==> config.mk <==
export PLATFORM = sky130hd
export DESIGN_NAME = core_wb_arb
export DESIGN_NICKNAME = d
export VERILOG_FILES = /design/src/rtl/core_wb_arb.sv
export SDC_FILE = /design/constraint.sdc
export NUM_CORES = 1
export LEC_CHECK = 0
export ABC_AREA = 1
export CAP_MARGIN = 20
export CELL_PAD_IN_SITES_DETAIL_PLACEMENT = 0
export CELL_PAD_IN_SITES_GLOBAL_PLACEMENT = 1
export CORE_MARGIN = 4
export CORE_UTILIZATION = 13
export CTS_CLUSTER_SIZE = 16
export DETAILED_ROUTE_END_ITERATION = 8
export PLACE_DENSITY_LB_ADDON = 0.1
export SETUP_SLACK_MARGIN = 0.02
export SLEW_MARGIN = 10
export SYNTH_ARGS = -nofsm -noshare
export SYNTH_HDL_FRONTEND = slang
export SYNTH_SLANG_ARGS = --single-unit
export TNS_END_PERCENT = 10
==> constraint.sdc <==
create_clock -name clk -period 2 [get_ports clk]
set_input_delay 0.5 -clock clk [delete_from_list [all_inputs] [get_ports clk]]
set_output_delay 0.5 -clock clk [all_outputs]
set_load 0.02 [all_outputs]
==> src/rtl/core_wb_arb.sv <==
// Two-master Wishbone arbiter: IDLE/OWN0/OWN1 FSM with bus locking and a stall timeout.
// The slave-side mux and master acks are combinational from the registered grant.
module core_wb_arb #(
  parameter int AW          = 32,
  parameter int DW          = 32,
  parameter bit ROUND_ROBIN = 1'b1,
  parameter int TIMEOUT     = 16
) (
  input  logic          clk,
  input  logic          rst,

  input  logic          m0_cyc,
  input  logic          m0_stb,
  input  logic          m0_we,
  input  logic [AW-1:0] m0_adr,
  input  logic [DW-1:0] m0_dat_w,
  output logic [DW-1:0] m0_dat_r,
  output logic          m0_ack,
  output logic          m0_err,

  input  logic          m1_cyc,
  input  logic          m1_stb,
  input  logic          m1_we,
  input  logic [AW-1:0] m1_adr,
  input  logic [DW-1:0] m1_dat_w,
  output logic [DW-1:0] m1_dat_r,
  output logic          m1_ack,
  output logic          m1_err,

  output logic          s_cyc,
  output logic          s_stb,
  output logic          s_we,
  output logic [AW-1:0] s_adr,
  output logic [DW-1:0] s_dat_w,
  input  logic [DW-1:0] s_dat_r,
  input  logic          s_ack,

  output logic [1:0]    gnt
);

  typedef enum logic [1:0] {
    IDLE = 2'd0,
    OWN0 = 2'd1,
    OWN1 = 2'd2
  } state_t;

  localparam logic [7:0] STALL_LIMIT = 8'(TIMEOUT - 1);

  state_t     state;
  logic       last_owner;
  logic [7:0] stall_cnt;
  logic       own_cyc;
  logic       own_stb;
  logic       timeout;

  always_comb begin
    own_cyc = 1'b0;
    own_stb = 1'b0;
    if (gnt[0]) begin
      own_cyc = m0_cyc;
      own_stb = m0_stb;
    end else if (gnt[1]) begin
      own_cyc = m1_cyc;
      own_stb = m1_stb;
    end
  end

  // A reset in the same cycle must abort silently, so it masks the timeout.
  assign timeout = (state != IDLE) && own_cyc && own_stb && !s_ack &&
                   (stall_cnt == STALL_LIMIT) && !rst;

  always_comb begin
    s_cyc   = 1'b0;
    s_stb   = 1'b0;
    s_we    = 1'b0;
    s_adr   = '0;
    s_dat_w = '0;
    case (gnt)
      2'b01: begin
        s_cyc   = m0_cyc;
        s_stb   = m0_stb;
        s_we    = m0_we;
        s_adr   = m0_adr;
        s_dat_w = m0_dat_w;
      end
      2'b10: begin
        s_cyc   = m1_cyc;
        s_stb   = m1_stb;
        s_we    = m1_we;
        s_adr   = m1_adr;
        s_dat_w = m1_dat_w;
      end
      default: ;
    endcase
  end

  assign m0_ack   = gnt[0] & m0_cyc & s_ack;
  assign m1_ack   = gnt[1] & m1_cyc & s_ack;
  assign m0_err   = gnt[0] & timeout;
  assign m1_err   = gnt[1] & timeout;
  assign m0_dat_r = s_dat_r;
  assign m1_dat_r = s_dat_r;

  // last_owner=1 after reset so master 0 wins the first tie.
  always_ff @(posedge clk) begin
    if (rst) begin
      state      <= IDLE;
      gnt        <= 2'b00;
      stall_cnt  <= 8'd0;
      last_owner <= 1'b1;
    end else begin
      case (state)
        IDLE: begin
          stall_cnt <= 8'd0;
          if (m0_cyc && m1_cyc) begin
            if (ROUND_ROBIN && last_owner) begin
              state <= OWN0;
              gnt   <= 2'b01;
            end else begin
              state <= OWN1;
              gnt   <= 2'b10;
            end
          end else if (m0_cyc) begin
            state <= OWN0;
            gnt   <= 2'b01;
          end else if (m1_cyc) begin
            state <= OWN1;
            gnt   <= 2'b10;
          end
        end
        OWN0, OWN1: begin
          if (!own_cyc || timeout) begin
            state      <= IDLE;
            gnt        <= 2'b00;
            stall_cnt  <= 8'd0;
            last_owner <= (state == OWN1);
          end else if (s_ack || !own_stb) begin
            stall_cnt <= 8'd0;
          end else begin
            stall_cnt <= stall_cnt + 8'd1;
          end
        end
        default: begin
          state     <= IDLE;
          gnt       <= 2'b00;
          stall_cnt <= 8'd0;
        end
      endcase
    end
  end

endmodule

=== Yosys cells after proc, flatten, opt, wreduce, memory -nomap -nowiden ===
Cells that the tools add are included.

* Bitwise operators: 7
* $add $sub $neg: 1
* Eq/ne operators: 5
* Muxes and demuxes: 15
* Reduce and logical (&&, ||, !) cells: 18

{| class="wikitable"
|+ Operator list
! cell !! count
|-
| case mux 32 bit (2 select lines) || 2
|-
| two-way mux 2 bit || 5
|-
| adder 8 x 1 -> 8 bit, second input constant || 1
|-
| equality test 8 x 4 -> 1 bit, second input constant || 1
|-
| bitwise AND 1 bit || 6
|-
| logical AND 1 bit || 6
|-
| case mux 1 bit (2 select lines) || 3
|-
| logical NOT 1 bit || 4
|-
| two-way mux 1 bit || 4
|-
| inequality test 4 bit, second input constant || 1
|-
| case mux 2 bit (2 select lines) || 1
|-
| AND reduction 2 bit || 2
|-
| OR reduction 4 bit || 1
|-
| equality test 2 x 1 -> 1 bit, second input constant || 1
|-
| equality test 2 bit, second input constant || 1
|-
| logical NOT 2 bit || 1
|-
| logical OR 1 bit || 2
|-
| inequality test 2 bit, second input constant || 1
|-
| nonzero test 2 bit || 1
|-
| OR reduction 2 bit || 1
|-
| NOT 1 bit || 1
|}

* Output and inout port bits: 137
* Logic and storage cells: 49
* Bits in registers: 11
* Input bits: 169

=== Logic depth before layout (Yosys ltp) ===
* Depth in word-level cells: 10
* Gate-level depth with buffers: 10
* Gate-level depth less buffers: 10

=== Least setup slack after synthesis ===
Ideal clock, no wire load.

* Path type: register to output
* Start: register, netlist name state[0]
* End: output s_dat_w[10]
* Data arrival time: 1.742 ns
* Buffers on the path: 2
* Stages on the path, launching flop included: 7
* Data required time: 1.500 ns
* Slack: -0.242 ns
* Cell sequence: dfxtp_1 -> inv_2 -> ha_1 -> inv_1 -> buf_2 -> buf_2 -> a21oi_1

{| class="wikitable"
|+ RTL lines
! element !! RTL line !! text
|-
| end: declaration || 34 || <nowiki>output logic [DW-1:0] s_dat_w,</nowiki>
|}

==> impl_metrics.toml <==
[detailed_routing]
wl_per_cell_um = 15.5
wirelength_mm = 12.1
viasPerCell = 3.89
route.detailed.drc = 0
ant_nets = 0
vias = 3037
drt-initial-drc-count = 41
firstDrtPassIters = 3

[die]
dieArea_mm2 = 0.0178
rows = 45
die_h_um = 133
initial_core_util_pct = 13.4
ios = 306
core_mm2 = 0.0153
die_w_um = 133

[sta]
finClkSkew_ps = 6.38
worst-slew-pin-transition_ps = 224
setup_viol_count_final = 16
fin_crit_sh_pct = 101
final-hold-violation-count = 0
period_needed_ps = 2030
relSlewSlack_pct = 85.0
rsz0062_at_grt = "true"
final.setup.worst_slack_ps = -27.5
fmax_ghz = 0.493
slew_viol_final = 0

[global_routing]
overflow = 0
grt_pass1_vias = 3119
grt_max_degree = 20
antenna_found_initial = 0
grt_first_pass_wirelength_mm = 17.5
grt_usage_pct = 12.4

[hold_path]
hold_class = "reg -> reg"

[synthesis]
synth.yosys.seq_area_share_pct = 10.8
syn_area_per_cell_um2 = 5.41
ys_seq_elements = 11
ys_warn_count = 0
synthCells = 378
synthTopCellsByArea = "nand2_1 (28%), buf_4 (24%), a21oi_1 (17%)"
syn_nets = 551
syn_area_mm2 = 0.00205
yosysTopAreaCellShare_pct = 27.9
synth.distinct_cells = 21
yosysTopAreaCell = "nand2_1"

[clock_tree]
clock_latency_ps = 240
clkTransAtPathRegs_ps = 40
root_buffer = "clkbuf_16"
clockBufferDepth = 2
clock-sinks = 11
h-tree-depth = 1
cts_tree = "yes"
cts_buffers = 3

[final_layout]
fin_nets = 743
num_antenna_cells = 0
fillers = 1601
layout-drive-gt1-share_pct = 46.7
syn_to_final_growth_pct = 170
utilization_pct = 36.1

[status]
violations = "setup timing"
status = "finished with violations"

[critical_path]
worstPathRequired_ps = 1500
crit_arrival_ps = 1530
worst_setup_path_end_kind = "output port"
cp_max_fo = 11
worst-setup-path-type = "reg -> out"
crit_path_start_kind = "flop"

[place]
gp_congestion = 0.726
place_hpwl_mm = 8.15
post-place-ws_ps = -604
port-buffer-count = 209

[pwr]
swShare_pct = 49.3
comb_power_share_pct = 89.6
p_clk_share_pct = 5.7
power.leakage_nw = 2.01
peakVddDrop_mv = 0.504
p_sw_mw = 3.16
pwr_density_cell_mw_per_mm2 = 1160
p_seq_share_pct = 4.6
cellInternalPower_mw = 3.25

[flow_run]
maxCapViolations = 0
## synth_stat cells
| cell type | n |
|---|---|
| nand2_1 | 152 |
| nand3_2 | 1 |
| xor2_1 | 3 |
| xnor2_1 | 2 |
| nand2_4 | 1 |
| nor3_1 | 2 |
| nand2_2 | 1 |
| nor2_2 | 1 |
| inv_1 | 14 |
| nor2_1 | 19 |
| inv_2 | 1 |
| dfxtp_1 | 11 |
| buf_4 | 65 |
| buf_1 | 1 |
| ha_1 | 4 |
| nand3_1 | 8 |
| buf_2 | 8 |
| nand3_4 | 1 |
| a21oi_1 | 69 |
| clkbuf_1 | 12 |
| o21ai_0 | 2 |
## layout by cell type (no fill, tap or decap), types with 4 or more instances in the layout
cell             count
a21oi_1              8
a21oi_2             25
a21oi_4             36
buf_12               9
buf_16               8
buf_4               45
buf_6               67
clkbuf_16            5
clkdlybuf4s50_1    132
dfxtp_1              7
dlygate4sd2_1        6
ha_4                 4
inv_1               11
nand2_1            108
nand2_2             38
nand2_4              8
nand3_1              8
nor2_1              14
## metal layers
metal | track usage (%) | up-vias | part of all wire [%]
li1 | - | 1517 | -
met1 | 14.1 | 1386 | 40
met2 | 24.4 | 115 | 54
met3 | 2.15 | 19 | 5.5
met4 | 1.60 | 0 | 0.93
met5 | 0 | - | 0
## what timing repair did
action	4_1_cts	5_1_grt
pin swaps	13	22
setup buffers	19	2
resized for setup	468	82
setup endpoints to repair	71	79
cloned	11	2
hold buffers	0	0
## sequential cells by signal, summed over array words and instances (netlist names)
name,count
state,2
last_owner,1
stall_cnt,8
## worst paths after layout
kind / depth (start not counted) / slack (ps) / from / end
setup / recovery: 6 / -30 / state[0]$_SDFFE_PP0P_ / s_adr[10]
hold / removal: 2 / 490 / last_owner$_SDFFE_PP1P_ / last_owner$_SDFFE_PP1P_
setup reg to reg: 14 / 100 / stall_cnt[1]$_SDFF_PP0_ / stall_cnt[4]$_SDFF_PP0_
hold reg to reg: 2 / 490 / last_owner$_SDFFE_PP1P_ / last_owner$_SDFFE_PP1P_
## power groups by stage
stage	Clock, mW	Combinational, mW	Sequential [mW]
CTS	0.375	5.62	0.287
global placement	0	4.20	0.278
floorplan	0	2.39	0.303
global route	0.393	6.12	0.299
finish	0.368	5.74	0.295
detailed placement	0	4.19	0.277
## stage by stage
step	area (um^2)	power [mW]	TNS, ps	hold WS, ps	cells
after floorplan	2410	2.69	0	418	378
after global placement	4530	4.48	-21770	471	747
after detailed placement	4530	4.46	-22090	484	747
after CTS	5290	6.28	-1830	496	781
after global routing	5520	6.81	-3330	526	780
final	5520	6.40	-147	488	780
## layout make-up
class | count | area, um^2 | area share (%)
inverter | 15 | 76.3 | 1.38
clock inverter | 1 | 5.00 | 0.0906
timing repair buffer | 272 | 2950 | 53.4
sequential | 11 | 230 | 4.17
tap | 211 | 264 | 4.78
multi-input combinational | 266 | 1910 | 34.7
timing repair inverter | 1 | 11.3 | 0.204
clock buffer | 3 | 75.1 | 1.36
## cells by family after synthesis
family,Yosys count,synth area share [%]
AOI/OAI and AO/OA,71,17.4
adders and majority gates,4,2.45
DFF,11,10.8
and+or+nand+nor,186,36.3
xor gates and xnor gates,5,2.14
buffers and inverters,101,30.9
## critical path, stage by stage, from the launching register on
cell and delay, ps:
dfxtp_4 380, inv_6 50, ha_4 350, inv_8 80, buf_12 150, a21oi_1 120, buf_4 160
Power figures use the tool's default switching activity.
==> variant: new RTL, config.mk and constraints unchanged <==
Encoding of `state_t`: now one-hot (3 bits for 3 states).
--- a/src/rtl/core_wb_arb.sv
+++ b/src/rtl/core_wb_arb.sv
@@ -39,8 +39,8 @@
 );
 
-  typedef enum logic [1:0] {
-    IDLE = 2'd0,
-    OWN0 = 2'd1,
-    OWN1 = 2'd2
+  typedef enum logic [2:0] {
+    IDLE = 3'b001,
+    OWN0 = 3'b010,
+    OWN1 = 3'b100
   } state_t;
 
Behaviour: same outputs for any inputs over 4 cycles, from zero or initial values and one cycle with rst high; so few cycles prove little.
==> variant against the original RTL <==
The run still ends with setup timing left. Die area increased by 3.4%. Count of clock-buffer cells in the layout increased by 1. Utilization decreased by 3.1 points. Area after synthesis increased by 3.7%. Final area decreased by 4.8%. Routed wire length increased by 3.2%. Non-clock buffer count increased by 7. Sequential cell count increased by 1. Setup slack got worse by 0.023 ns. Power decreased by 42%. Highest routed layer is now met5. Combinational power decreased by 48%.
==> variant: results <==
set metrics [dict create \
    status "finished with violations" \
    violations "setup timing" \
    crit_fanout 17 \
    dr.pass1.iters 4 \
    place_inst 763 \
    use_met3_pct 3.083 \
    globalRouteMet1Util_pct 14.52 \
    reg2regPathDepth 13 \
    setup_viol 28 \
    avgViaCountPerCell 3.764 \
    grt_util_met2_pct 24.06 \
    antenna_found_initial 1 \
    multiInputGateArea_um2 1718 \
    setup_ws_ns -0.05014 \
    crit_arrival_ns 1.55 \
    ys_seq_area_share_pct 11.33 \
    synth_area_leaders "nand2_1, buf_4, a21oi_1" \
    synthTopCellsByCount "nand2_1, a21oi_1, buf_4" \
    gp_congestion 0.7796 \
    fin_skew_ns 0.001234 \
    p_leak_nw 1.945 \
    wl_per_cell_um 15.70 \
    critPathLaunch "gnt[1]" \
    cts_setup_buffers 20 \
    whs_ns 0.4649 \
    synth_xor_area_share_pct 2.065 \
    grtUsageTotal_pct 12.74 \
    nNetsFinal 752 \
    wl_met2_um 6411 \
    avgSynthCellArea_um2 5.509 \
    routed-via-count 2992 \
    dpl_cell_area_um2 4594 \
    dp_hpwl_um 9574 \
]
variant: power by group:
group          switching [mW]  leakage [nW]  internal, mW  total, mW
combinational            1.46          1.80          1.53       2.99
sequential             0.0238        0.0998         0.262      0.286
clock                   0.107        0.0442         0.302      0.409
total                    1.59          1.95          2.10       3.68
variant: worst max path at each step:
stage | end | slack (ns) | cells after the start
2_1_floorplan | s_dat_w[20] | -0.05 | 6
3_3_place_gp | m1_err | -0.61 | 8
3_5_place_dp | m1_err | -0.65 | 8
4_1_cts | s_adr[23] | -0.09 | 8
5_1_grt | s_adr[31] | -0.12 | 7
6_report | s_dat_w[16] | -0.05 | 7
variant: area by class of cell:
type                       count  share of cell area [%]
timing repair buffer         279                   54.86
multi-input combinational    272                   32.65
tap                          216                   5.137
sequential                    12                   4.756
clock buffer                   4                   1.688
inverter                      12                  0.9037
